[config.mk]
export PLATFORM = sky130hd
export DESIGN_NAME = fetch_unit_flat
export DESIGN_NICKNAME = d
export VERILOG_FILES = /design/src/rtl/fetch_unit_if.sv /design/src/rtl/fetch_unit.sv /design/src/flat_wrapper.sv
export SDC_FILE = /design/constraint.sdc
export NUM_CORES = 1
export LEC_CHECK = 0
export ABC_AREA = 1
export CAP_MARGIN = 20
export CORE_MARGIN = 4
export CORE_UTILIZATION = 46
export DETAILED_ROUTE_END_ITERATION = 8
export PLACE_DENSITY = 0.95
export SKIP_CTS_REPAIR_TIMING = 1
export SYNTH_ARGS = -nofsm -noshare
export SYNTH_HDL_FRONTEND = slang
export SYNTH_SLANG_ARGS = --single-unit
export TNS_END_PERCENT = 30
[constraint.sdc]
create_clock -name clk -period 6.2 [get_ports clk]
set_input_delay 1.24 -clock clk [delete_from_list [all_inputs] [get_ports clk]]
set_output_delay 1.24 -clock clk [all_outputs]
set_load 0.02 [all_outputs]
[src/rtl/fetch_unit_if.sv]
// Blimp fetch unit bundle: instruction memory request/response,
// decode delivery and downstream redirect, grouped for one port.
interface fetch_unit_if #(
    parameter int p_opaq_bits = 8
);
    logic                   mem_req_val;
    logic                   mem_req_rdy;
    logic [3:0]             mem_req_op;
    logic [p_opaq_bits-1:0] mem_req_opaque;
    logic [31:0]            mem_req_addr;
    logic [1:0]             mem_req_len;
    logic [31:0]            mem_req_data;

    logic                   mem_resp_val;
    logic                   mem_resp_rdy;
    logic [p_opaq_bits-1:0] mem_resp_opaque;
    logic [31:0]            mem_resp_addr;
    logic [31:0]            mem_resp_data;

    logic                   D_val;
    logic                   D_rdy;
    logic [31:0]            D_pc;
    logic [31:0]            D_inst;

    logic                   squash_val;
    logic [31:0]            squash_target;

    modport master (
        output mem_req_val, mem_req_op, mem_req_opaque,
        output mem_req_addr, mem_req_len, mem_req_data,
        input  mem_req_rdy,
        input  mem_resp_val, mem_resp_opaque,
        input  mem_resp_addr, mem_resp_data,
        output mem_resp_rdy,
        output D_val, D_pc, D_inst,
        input  D_rdy,
        input  squash_val, squash_target
    );

    modport slave (
        input  mem_req_val, mem_req_op, mem_req_opaque,
        input  mem_req_addr, mem_req_len, mem_req_data,
        output mem_req_rdy,
        output mem_resp_val, mem_resp_opaque,
        output mem_resp_addr, mem_resp_data,
        input  mem_resp_rdy,
        input  D_val, D_pc, D_inst,
        output D_rdy,
        output squash_val, squash_target
    );
endinterface

[src/rtl/fetch_unit.sv]
// Blimp instruction fetch front end: sequential PC generation,
// epoch-tagged pipelined memory reads, registered decode output.
module fetch_unit #(
    parameter int          p_opaq_bits     = 8,
    parameter logic [31:0] p_rst_addr      = 32'h0000_0200,
    parameter int          p_max_in_flight = 4
) (
    input logic          clk,
    input logic          rst,
    fetch_unit_if.master bus
);

    typedef enum logic {
        S_FETCH,
        S_DRAIN
    } state_e;

    localparam logic [3:0] MaxInFlight = 4'(p_max_in_flight);

    state_e                 state_q, state_d;
    logic [31:0]            pc_q, pc_d;
    logic [p_opaq_bits-1:0] epoch_q, epoch_d;
    logic [3:0]             inflight_q, inflight_d;
    logic                   dval_q, dval_d;
    logic [31:0]            dpc_q, dpc_d;
    logic [31:0]            dinst_q, dinst_d;

    logic req_val;
    logic req_fire;
    logic stale;
    logic resp_rdy;
    logic resp_fire;
    logic fresh_fire;
    logic d_val;
    logic xfer;

    // Handshake decode; a squash kills requests and delivery this cycle
    always_comb begin
        req_val    = rst & ~bus.squash_val & (state_q == S_FETCH)
                   & (inflight_q < MaxInFlight);
        req_fire   = req_val & bus.mem_req_rdy;
        stale      = (bus.mem_resp_opaque != epoch_q) | bus.squash_val;
        resp_rdy   = stale | ~dval_q | bus.D_rdy;
        resp_fire  = bus.mem_resp_val & resp_rdy;
        fresh_fire = resp_fire & ~stale;
        d_val      = dval_q & ~bus.squash_val;
        xfer       = d_val & bus.D_rdy;
    end

    assign bus.mem_req_val    = req_val;
    assign bus.mem_req_op     = 4'd0;
    assign bus.mem_req_opaque = epoch_q;
    assign bus.mem_req_addr   = pc_q;
    assign bus.mem_req_len    = 2'd0;
    assign bus.mem_req_data   = 32'd0;
    assign bus.mem_resp_rdy   = resp_rdy;
    assign bus.D_val          = d_val;
    assign bus.D_pc           = dpc_q;
    assign bus.D_inst         = dinst_q;

    // Next state: squash overrides all; drain blocks issue until the
    // old epoch's requests are gone, so epochs can never alias
    always_comb begin
        state_d    = state_q;
        pc_d       = pc_q;
        epoch_d    = epoch_q;
        dval_d     = dval_q;
        dpc_d      = dpc_q;
        dinst_d    = dinst_q;
        inflight_d = inflight_q + {3'd0, req_fire} - {3'd0, resp_fire};
        if (bus.squash_val) begin
            pc_d    = bus.squash_target;
            epoch_d = epoch_q + p_opaq_bits'(1);
            dval_d  = 1'b0;
            state_d = (inflight_d != 4'd0) ? S_DRAIN : S_FETCH;
        end else begin
            if (req_fire) begin
                pc_d = pc_q + 32'd4;
            end
            if (fresh_fire) begin
                dval_d  = 1'b1;
                dpc_d   = bus.mem_resp_addr;
                dinst_d = bus.mem_resp_data;
            end else if (xfer) begin
                dval_d = 1'b0;
            end
            if (state_q == S_DRAIN && inflight_q == 4'd0) begin
                state_d = S_FETCH;
            end
        end
    end

    // State registers with synchronous active-low reset
    always_ff @(posedge clk) begin
        if (!rst) begin
            state_q    <= S_FETCH;
            pc_q       <= p_rst_addr;
            epoch_q    <= '0;
            inflight_q <= 4'd0;
            dval_q     <= 1'b0;
            dpc_q      <= 32'd0;
            dinst_q    <= 32'd0;
        end else begin
            state_q    <= state_d;
            pc_q       <= pc_d;
            epoch_q    <= epoch_d;
            inflight_q <= inflight_d;
            dval_q     <= dval_d;
            dpc_q      <= dpc_d;
            dinst_q    <= dinst_d;
        end
    end

endmodule

[src/flat_wrapper.sv]
// flat-port wrapper written by rule: the top's interface ports become plain ports
module fetch_unit_flat 
#(
    parameter int          p_opaq_bits     = 8,
    parameter logic [31:0] p_rst_addr      = 32'h0000_0200,
    parameter int          p_max_in_flight = 4
)
  (clk, rst, bus_mem_req_val, bus_mem_req_op, bus_mem_req_opaque, bus_mem_req_addr, bus_mem_req_len, bus_mem_req_data, bus_mem_req_rdy, bus_mem_resp_val, bus_mem_resp_opaque, bus_mem_resp_addr, bus_mem_resp_data, bus_mem_resp_rdy, bus_D_val, bus_D_pc, bus_D_inst, bus_D_rdy, bus_squash_val, bus_squash_target);
  fetch_unit_if #(.p_opaq_bits(p_opaq_bits)) bus_i ();
  input logic clk;
  input logic rst;
  output wire logic [$bits(bus_i.mem_req_val)-1:0] bus_mem_req_val;
  output wire logic [$bits(bus_i.mem_req_op)-1:0] bus_mem_req_op;
  output wire logic [$bits(bus_i.mem_req_opaque)-1:0] bus_mem_req_opaque;
  output wire logic [$bits(bus_i.mem_req_addr)-1:0] bus_mem_req_addr;
  output wire logic [$bits(bus_i.mem_req_len)-1:0] bus_mem_req_len;
  output wire logic [$bits(bus_i.mem_req_data)-1:0] bus_mem_req_data;
  input wire logic [$bits(bus_i.mem_req_rdy)-1:0] bus_mem_req_rdy;
  input wire logic [$bits(bus_i.mem_resp_val)-1:0] bus_mem_resp_val;
  input wire logic [$bits(bus_i.mem_resp_opaque)-1:0] bus_mem_resp_opaque;
  input wire logic [$bits(bus_i.mem_resp_addr)-1:0] bus_mem_resp_addr;
  input wire logic [$bits(bus_i.mem_resp_data)-1:0] bus_mem_resp_data;
  output wire logic [$bits(bus_i.mem_resp_rdy)-1:0] bus_mem_resp_rdy;
  output wire logic [$bits(bus_i.D_val)-1:0] bus_D_val;
  output wire logic [$bits(bus_i.D_pc)-1:0] bus_D_pc;
  output wire logic [$bits(bus_i.D_inst)-1:0] bus_D_inst;
  input wire logic [$bits(bus_i.D_rdy)-1:0] bus_D_rdy;
  input wire logic [$bits(bus_i.squash_val)-1:0] bus_squash_val;
  input wire logic [$bits(bus_i.squash_target)-1:0] bus_squash_target;
  assign bus_mem_req_val = bus_i.mem_req_val;
  assign bus_mem_req_op = bus_i.mem_req_op;
  assign bus_mem_req_opaque = bus_i.mem_req_opaque;
  assign bus_mem_req_addr = bus_i.mem_req_addr;
  assign bus_mem_req_len = bus_i.mem_req_len;
  assign bus_mem_req_data = bus_i.mem_req_data;
  assign bus_i.mem_req_rdy = bus_mem_req_rdy;
  assign bus_i.mem_resp_val = bus_mem_resp_val;
  assign bus_i.mem_resp_opaque = bus_mem_resp_opaque;
  assign bus_i.mem_resp_addr = bus_mem_resp_addr;
  assign bus_i.mem_resp_data = bus_mem_resp_data;
  assign bus_mem_resp_rdy = bus_i.mem_resp_rdy;
  assign bus_D_val = bus_i.D_val;
  assign bus_D_pc = bus_i.D_pc;
  assign bus_D_inst = bus_i.D_inst;
  assign bus_i.D_rdy = bus_D_rdy;
  assign bus_i.squash_val = bus_squash_val;
  assign bus_i.squash_target = bus_squash_target;
  fetch_unit #(.p_opaq_bits(p_opaq_bits), .p_rst_addr(p_rst_addr), .p_max_in_flight(p_max_in_flight)) u_core (.clk(clk), .rst(rst), .bus(bus_i));
endmodule
* Word level (Yosys, flattened, before mapping)
Index checks and enable logic that the tools add are counted.
Cells by class: shift-type cells 0, add/sub/neg operators 4, multipliers 0, equality and inequality tests 1, divide/modulo/power cells 0, muxes and demuxes 7, bitwise gates (word level) 16, reductions and logical operators 8, magnitude comparators 1
Operator list (number):
- two-way mux 32 bit | 2
- adder 32 x 3 -> 32 bit, second input constant | 1
- adder 8 x 1 -> 8 bit, second input constant | 1
- AND 1 bit | 8
- != test 8 bit | 1
- nonzero test 2 bit | 3
- two-way mux 1 bit | 5
- NOT 1 bit | 5
- adder 4 x 1 -> 4 bit | 1
- logical NOT 4 bit | 1
- less-than comparator 4 x 3 -> 1 bit, second input constant | 1
- nonzero test 4 bit | 1
- subtractor 4 x 1 -> 4 bit | 1
- bitwise OR 1 bit | 3
- AND reduction 2 bit | 1
- OR reduction 2 bit | 1
- logical AND 1 bit | 1
Storage, ports and cells: bits of input ports 110, memory bits (read-only) 0, bits in writable memories 0, flip-flop bits (word level) 110, logic and storage cells 44, latch bits 0, memories kept 0, output and inout port bits 145

* Depth between registers and ports, before layout
word-level depth 10, gate-level depth with buffers 17

* Worst setup path before layout
Ideal clock, no wire load.
path kind in2reg, from in bus_squash_val, to reg u_core.state_q, library setup time 0.117 ns, slack 2.726 ns, cell stages on the path 14, data arrival time 3.358 ns, path through buf_6 > nor2_1 > nand3_1 > nor2_1 > nand3_1 > nand2_1 > inv_1 > ha_1 > inv_1 > ha_1 > fa_1 > nor3_1 > a21oi_1 > o22a_1
Between the ends: elaborated cells on any way between the ends 15
RTL lines:
- start: declaration | RTL line flat_wrapper.sv:28 | input wire logic [$bits(bus_i.squash_val)-1:0] bus_squash_val;
- bitwise OR 1 bit | RTL line fetch_unit.sv:42 | stale = (bus.mem_resp_opaque != epoch_q) | bus.squash_val;
- bitwise OR 1 bit (2 in series) | RTL line fetch_unit.sv:43 | resp_rdy = stale | ~dval_q | bus.D_rdy;
- via bus_mem_resp_rdy | RTL line flat_wrapper.sv:23 | output wire logic [$bits(bus_i.mem_resp_rdy)-1:0] bus_mem_resp_rdy;
- AND 1 bit | RTL line fetch_unit.sv:44 | resp_fire = bus.mem_resp_val & resp_rdy;
- subtractor 4 x 1 -> 4 bit | RTL line fetch_unit.sv:70 | inflight_d = inflight_q + {3'd0, req_fire} - {3'd0, resp_fire};
- via u_core.inflight_d[1] | RTL line fetch_unit.sv:23 | logic [3:0] inflight_q, inflight_d;
- nonzero test 4 bit | RTL line fetch_unit.sv:75 | state_d = (inflight_d != 4'd0) ? S_DRAIN : S_FETCH;
- two-way mux 1 bit | RTL line fetch_unit.sv:75
- two-way mux 1 bit | RTL line fetch_unit.sv:71 | if (bus.squash_val) begin
- end signal: assignment | RTL line fetch_unit.sv:104 | state_q <= state_d;
- end: declaration | RTL line fetch_unit.sv:20 | state_e state_q, state_d;
The timed path passes the listed nets, and every way through them passes these cells. A chain may end at the register's enable or synchronous reset.

* Worst setup path in the final report
from in bus_squash_val, to out bus_mem_resp_rdy
Between the ends: longest elaborated chain between the ends 3
Ends and longest elaborated chain (RTL line):
- bitwise OR 1 bit | fetch_unit.sv:42
- bitwise OR 1 bit (2 in series) | fetch_unit.sv:43
- end: declaration | flat_wrapper.sv:23
Every way passes these cells.

==> summary.txt <==
Detailed routing
  – Post-DR vias/cell: between 4 and 5
  – Antenna Nets Post-Route: 0
  – Via count: 6204
  – TritonRoute pass-1 iters: 5
  – Per-cell routed wire length: 13.5 um
  – Number of violations reported at the end of detailed-routing iteration 0: 499
  – Detailed-route DRC error count: 0
  – Overall routed net length: 18.0 mm

Synthesis
  – Distinct cell type count after synthesis: 31
  – Main flop type after synthesis: sky130_fd_sc_hd__dfxtp_1
  – Async set or reset register ratio after synthesis: 0
  – Avg Cell Area, Syn: just over 6 um2
  – Number of synthesized flops with an enable pin: 0
  – Area contributors post-synth: sky130_fd_sc_hd__dfxtp_1, sky130_fd_sc_hd__nand2_1, sky130_fd_sc_hd__nor2_1
  – Largest area contributor in the synthesized netlist: sky130_fd_sc_hd__dfxtp_1
  – Sequential-to-total area share from yosys stat: 0.372
  – Count of warnings emitted by yosys: 0
  – Number of storage elements in the synthesis netlist: between 100 and 150
  – Post-synthesis cell area: approximately 6000 um2
  – Post-Synthesis Cells: approximately 960
  – Share of the synthesized area in the top cell type: 0.372

Die
  – Initial Util: 0.469
  – Horizontal die dimension: 121 um
  – Standard-cell row count: 41
  – Die Outline Area: 14700 um2
  – I/O Pins: ~260
  – Die Y-Extent: 121 um
  – Core outline area: about 13000 um2

Timing
  – Final hold violations: 0
  – Highest clock rate: 225 MHz
  – Worst slew margin relative to its limit: 0.455
  – Final count of pins violating max slew: 0
  – Slew at the pin closest to its max-slew limit: 0.817 ns
  – Part of the cycle the worst path needs: 0.716
  – Post-layout minimum cycle time: 4.44 ns
  – Setup repair after global routing missed its margin: false
  – Number of setup violations in the final report: 0
  – Setup clock skew after layout: approximately 0.0065 ns
  – Post-route setup TNS: 0 ns

Global routing
  – GRT Resource Usage Total: 0.236
  – Global-route met2 utilization: 0.395
  – Total grt overflow: 0
  – Global-route met1 utilization: 0.284
  – Number of antenna violations at the first check in global routing: 0
  – Maximum number of pins on one net before global-route repair: 81
  – Vias in the first global route: just under 6000
  – Global-route wire length before repair: 28.0 mm
  – Met3 usage in global routing: 0.0653
  – Busiest layer in global routing: met2

Final layout
  – Layout overhead on the synthesized area: 39.5%
  – Layout net count: ~1300
  – Final cell utilization of the core: 0.654
  – Share of post-route cells with drive strength above 1: 0.0260
  – Antenna diode instance count: 0

Placed design
  – Total of buffers placed on input and output ports: roughly 220
  – DPL Wire Length: 13.7 mm
  – RePlAce Congestion: approximately 0.96

Worst setup path
  – Kind of start point of the critical path: input port
  – Crit-path max FO: 37
  – Critical Path AT: 3.20 ns
  – Type of the worst setup path: in -> out
  – Worst Path Required: ~5.0 ns
  – Endpoint class of the critical path: primary output

CTS
  – Clock latency on the worst-skew pair: between 0.3 and 0.4 ns
  – Deepest clock path buffer count: 2
  – Total clock sinks: 110
  – H-tree level count: 3
  – Clock Root Buffer: sky130_fd_sc_hd__clkbuf_16
  – Clock slew at reported path FFs: 0.07 ns
  – TritonCTS clock tree: done
  – CTS buffer count: 9

Run
  – Reported max-cap violation count: 0

Power
  – Highest ir drop seen on vdd: 0.175 mV
  – Power per cell area: 196 nW/um2
  – Leakage power total: 0.00378 uW

Outcome
  – Outcome: completed

Hold path
  – Tightest Hold Check Type: reg -> reg
==> layout by cell type (no fill, tap or decap) <==
cell,n
sky130_fd_sc_hd__a21oi_1,34
sky130_fd_sc_hd__a22oi_1,1
sky130_fd_sc_hd__a31oi_1,4
sky130_fd_sc_hd__buf_2,1
sky130_fd_sc_hd__buf_4,4
sky130_fd_sc_hd__clkbuf_1,1
sky130_fd_sc_hd__clkbuf_16,9
sky130_fd_sc_hd__clkdlybuf4s50_1,215
sky130_fd_sc_hd__clkinv_2,2
sky130_fd_sc_hd__clkinvlp_4,2
sky130_fd_sc_hd__conb_1,38
sky130_fd_sc_hd__dfxtp_1,110
sky130_fd_sc_hd__fa_1,1
sky130_fd_sc_hd__ha_1,7
sky130_fd_sc_hd__inv_1,125
sky130_fd_sc_hd__inv_2,3
sky130_fd_sc_hd__inv_4,1
sky130_fd_sc_hd__inv_6,1
sky130_fd_sc_hd__inv_8,1
sky130_fd_sc_hd__nand2_1,296
sky130_fd_sc_hd__nand2_2,1
sky130_fd_sc_hd__nand2_4,1
sky130_fd_sc_hd__nand3_1,26
sky130_fd_sc_hd__nand3_4,1
sky130_fd_sc_hd__nor2_1,212
sky130_fd_sc_hd__nor2_2,2
sky130_fd_sc_hd__nor2_4,1
sky130_fd_sc_hd__nor3_1,8
sky130_fd_sc_hd__nor3b_1,1
sky130_fd_sc_hd__o211ai_1,2
sky130_fd_sc_hd__o21ai_0,30
sky130_fd_sc_hd__o21ai_1,1
sky130_fd_sc_hd__o22a_1,1
sky130_fd_sc_hd__xnor2_1,5
sky130_fd_sc_hd__xor2_1,8
==> state kept, by name, indices dropped and copies added (netlist names) <==
signal	cells
u_core.bus.D_inst	32
u_core.bus.D_pc	32
u_core.bus.mem_req_addr	32
u_core.state_q	1
u_core.dval_q	1
u_core.inflight_q	4
u_core.bus.mem_req_opaque	8
==> report_power, final <==
group	internal (uW)	switching [uW]	leakage, uW
clock network	276	273	0.000131
registers	734	26.7	0.000894
logic	143	163	0.00276
total	1150	463	0.00378
==> worst paths after layout <==
check | start | to | slack, ns | cells past startpoint
setup / recovery | bus_squash_val | bus_mem_resp_rdy | 1.76 | 7
hold / removal | u_core.bus.D_inst[18] | u_core.bus.D_inst[18] | 0.51 | 4
setup reg to reg | u_core.bus.mem_req_opaque[1] | u_core.state_q | 3.30 | 16
hold reg to reg | u_core.bus.D_inst[18] | u_core.bus.D_inst[18] | 0.51 | 4
==> through the flow <==
step | instances | area, um2 | worst slack, ns | hold WS [ns] | power [uW]
finish | 1328 | 8250 | 1.76 | 0.514 | 1620
global route | 1328 | 8250 | 1.60 | 0.548 | 1690
CTS | 1328 | 8250 | 1.75 | 0.514 | 1630
detailed placement | 1312 | 7980 | 1.74 | 0.496 | 1080
global placement | 1312 | 7980 | 1.79 | 0.480 | 1070
floorplan | 993 | 6060 | 2.73 | 0.479 | 959
==> synth_stat cells, types with 3 or more instances <==
cell type,n
sky130_fd_sc_hd__nand2_1,296
sky130_fd_sc_hd__nor2_1,212
sky130_fd_sc_hd__inv_1,125
sky130_fd_sc_hd__dfxtp_1,110
sky130_fd_sc_hd__buf_4,40
sky130_fd_sc_hd__a21oi_1,34
sky130_fd_sc_hd__o21ai_0,30
sky130_fd_sc_hd__nand3_1,27
sky130_fd_sc_hd__clkbuf_1,14
sky130_fd_sc_hd__buf_2,10
sky130_fd_sc_hd__nor3_1,8
sky130_fd_sc_hd__xor2_1,8
sky130_fd_sc_hd__buf_6,7
sky130_fd_sc_hd__ha_1,7
sky130_fd_sc_hd__xnor2_1,5
sky130_fd_sc_hd__a31oi_1,4
sky130_fd_sc_hd__inv_2,3
==> routing by layer <==
metal,share of wire,up-vias,wire length [um]
met5,0,-,0
met4,0.042,0,750
met3,0.075,50,1340
met2,0.48,226,8720
met1,0.40,2764,7170
li1,-,3164,-
==> cell families after synthesis <==
| family | Yosys count | synth area share |
|---|---|---|
| AND/OR/NAND/NOR | 549 | 0.360 |
| buffers and inverters | 202 | 0.165 |
| flip-flops | 110 | 0.372 |
| adder cells (fa/ha/maj) | 8 | 0.0182 |
| other | 1 | 0.000634 |
| XOR/XNOR | 13 | 0.0192 |
| AO/OA/AOI/OAI | 73 | 0.0645 |
==> cell type report <==
| cell class | instances | area [um2] |
|---|---|---|
| clock inverters | 6 | 45.0 |
| flip-flops and latches | 110 | 2200 |
| clock buffers | 10 | 229 |
| fillers | 1081 | 4370 |
| multi-input cells | 681 | 2890 |
| repair buffers | 220 | 2190 |
| inverters | 129 | 487 |
| well taps | 172 | 215 |
==> critical path, cell delays in order <==
cell and delay (ns):
sky130_fd_sc_hd__clkdlybuf4s50_1 0.40, sky130_fd_sc_hd__buf_4 0.25, sky130_fd_sc_hd__nor2_1 0.15, sky130_fd_sc_hd__nand3_1 0.10, sky130_fd_sc_hd__nor2_1 0.31, sky130_fd_sc_hd__nand3_1 0.15
sky130_fd_sc_hd__clkdlybuf4s50_1 0.60
No activity file was read; power rests on OpenSTA's default activity.
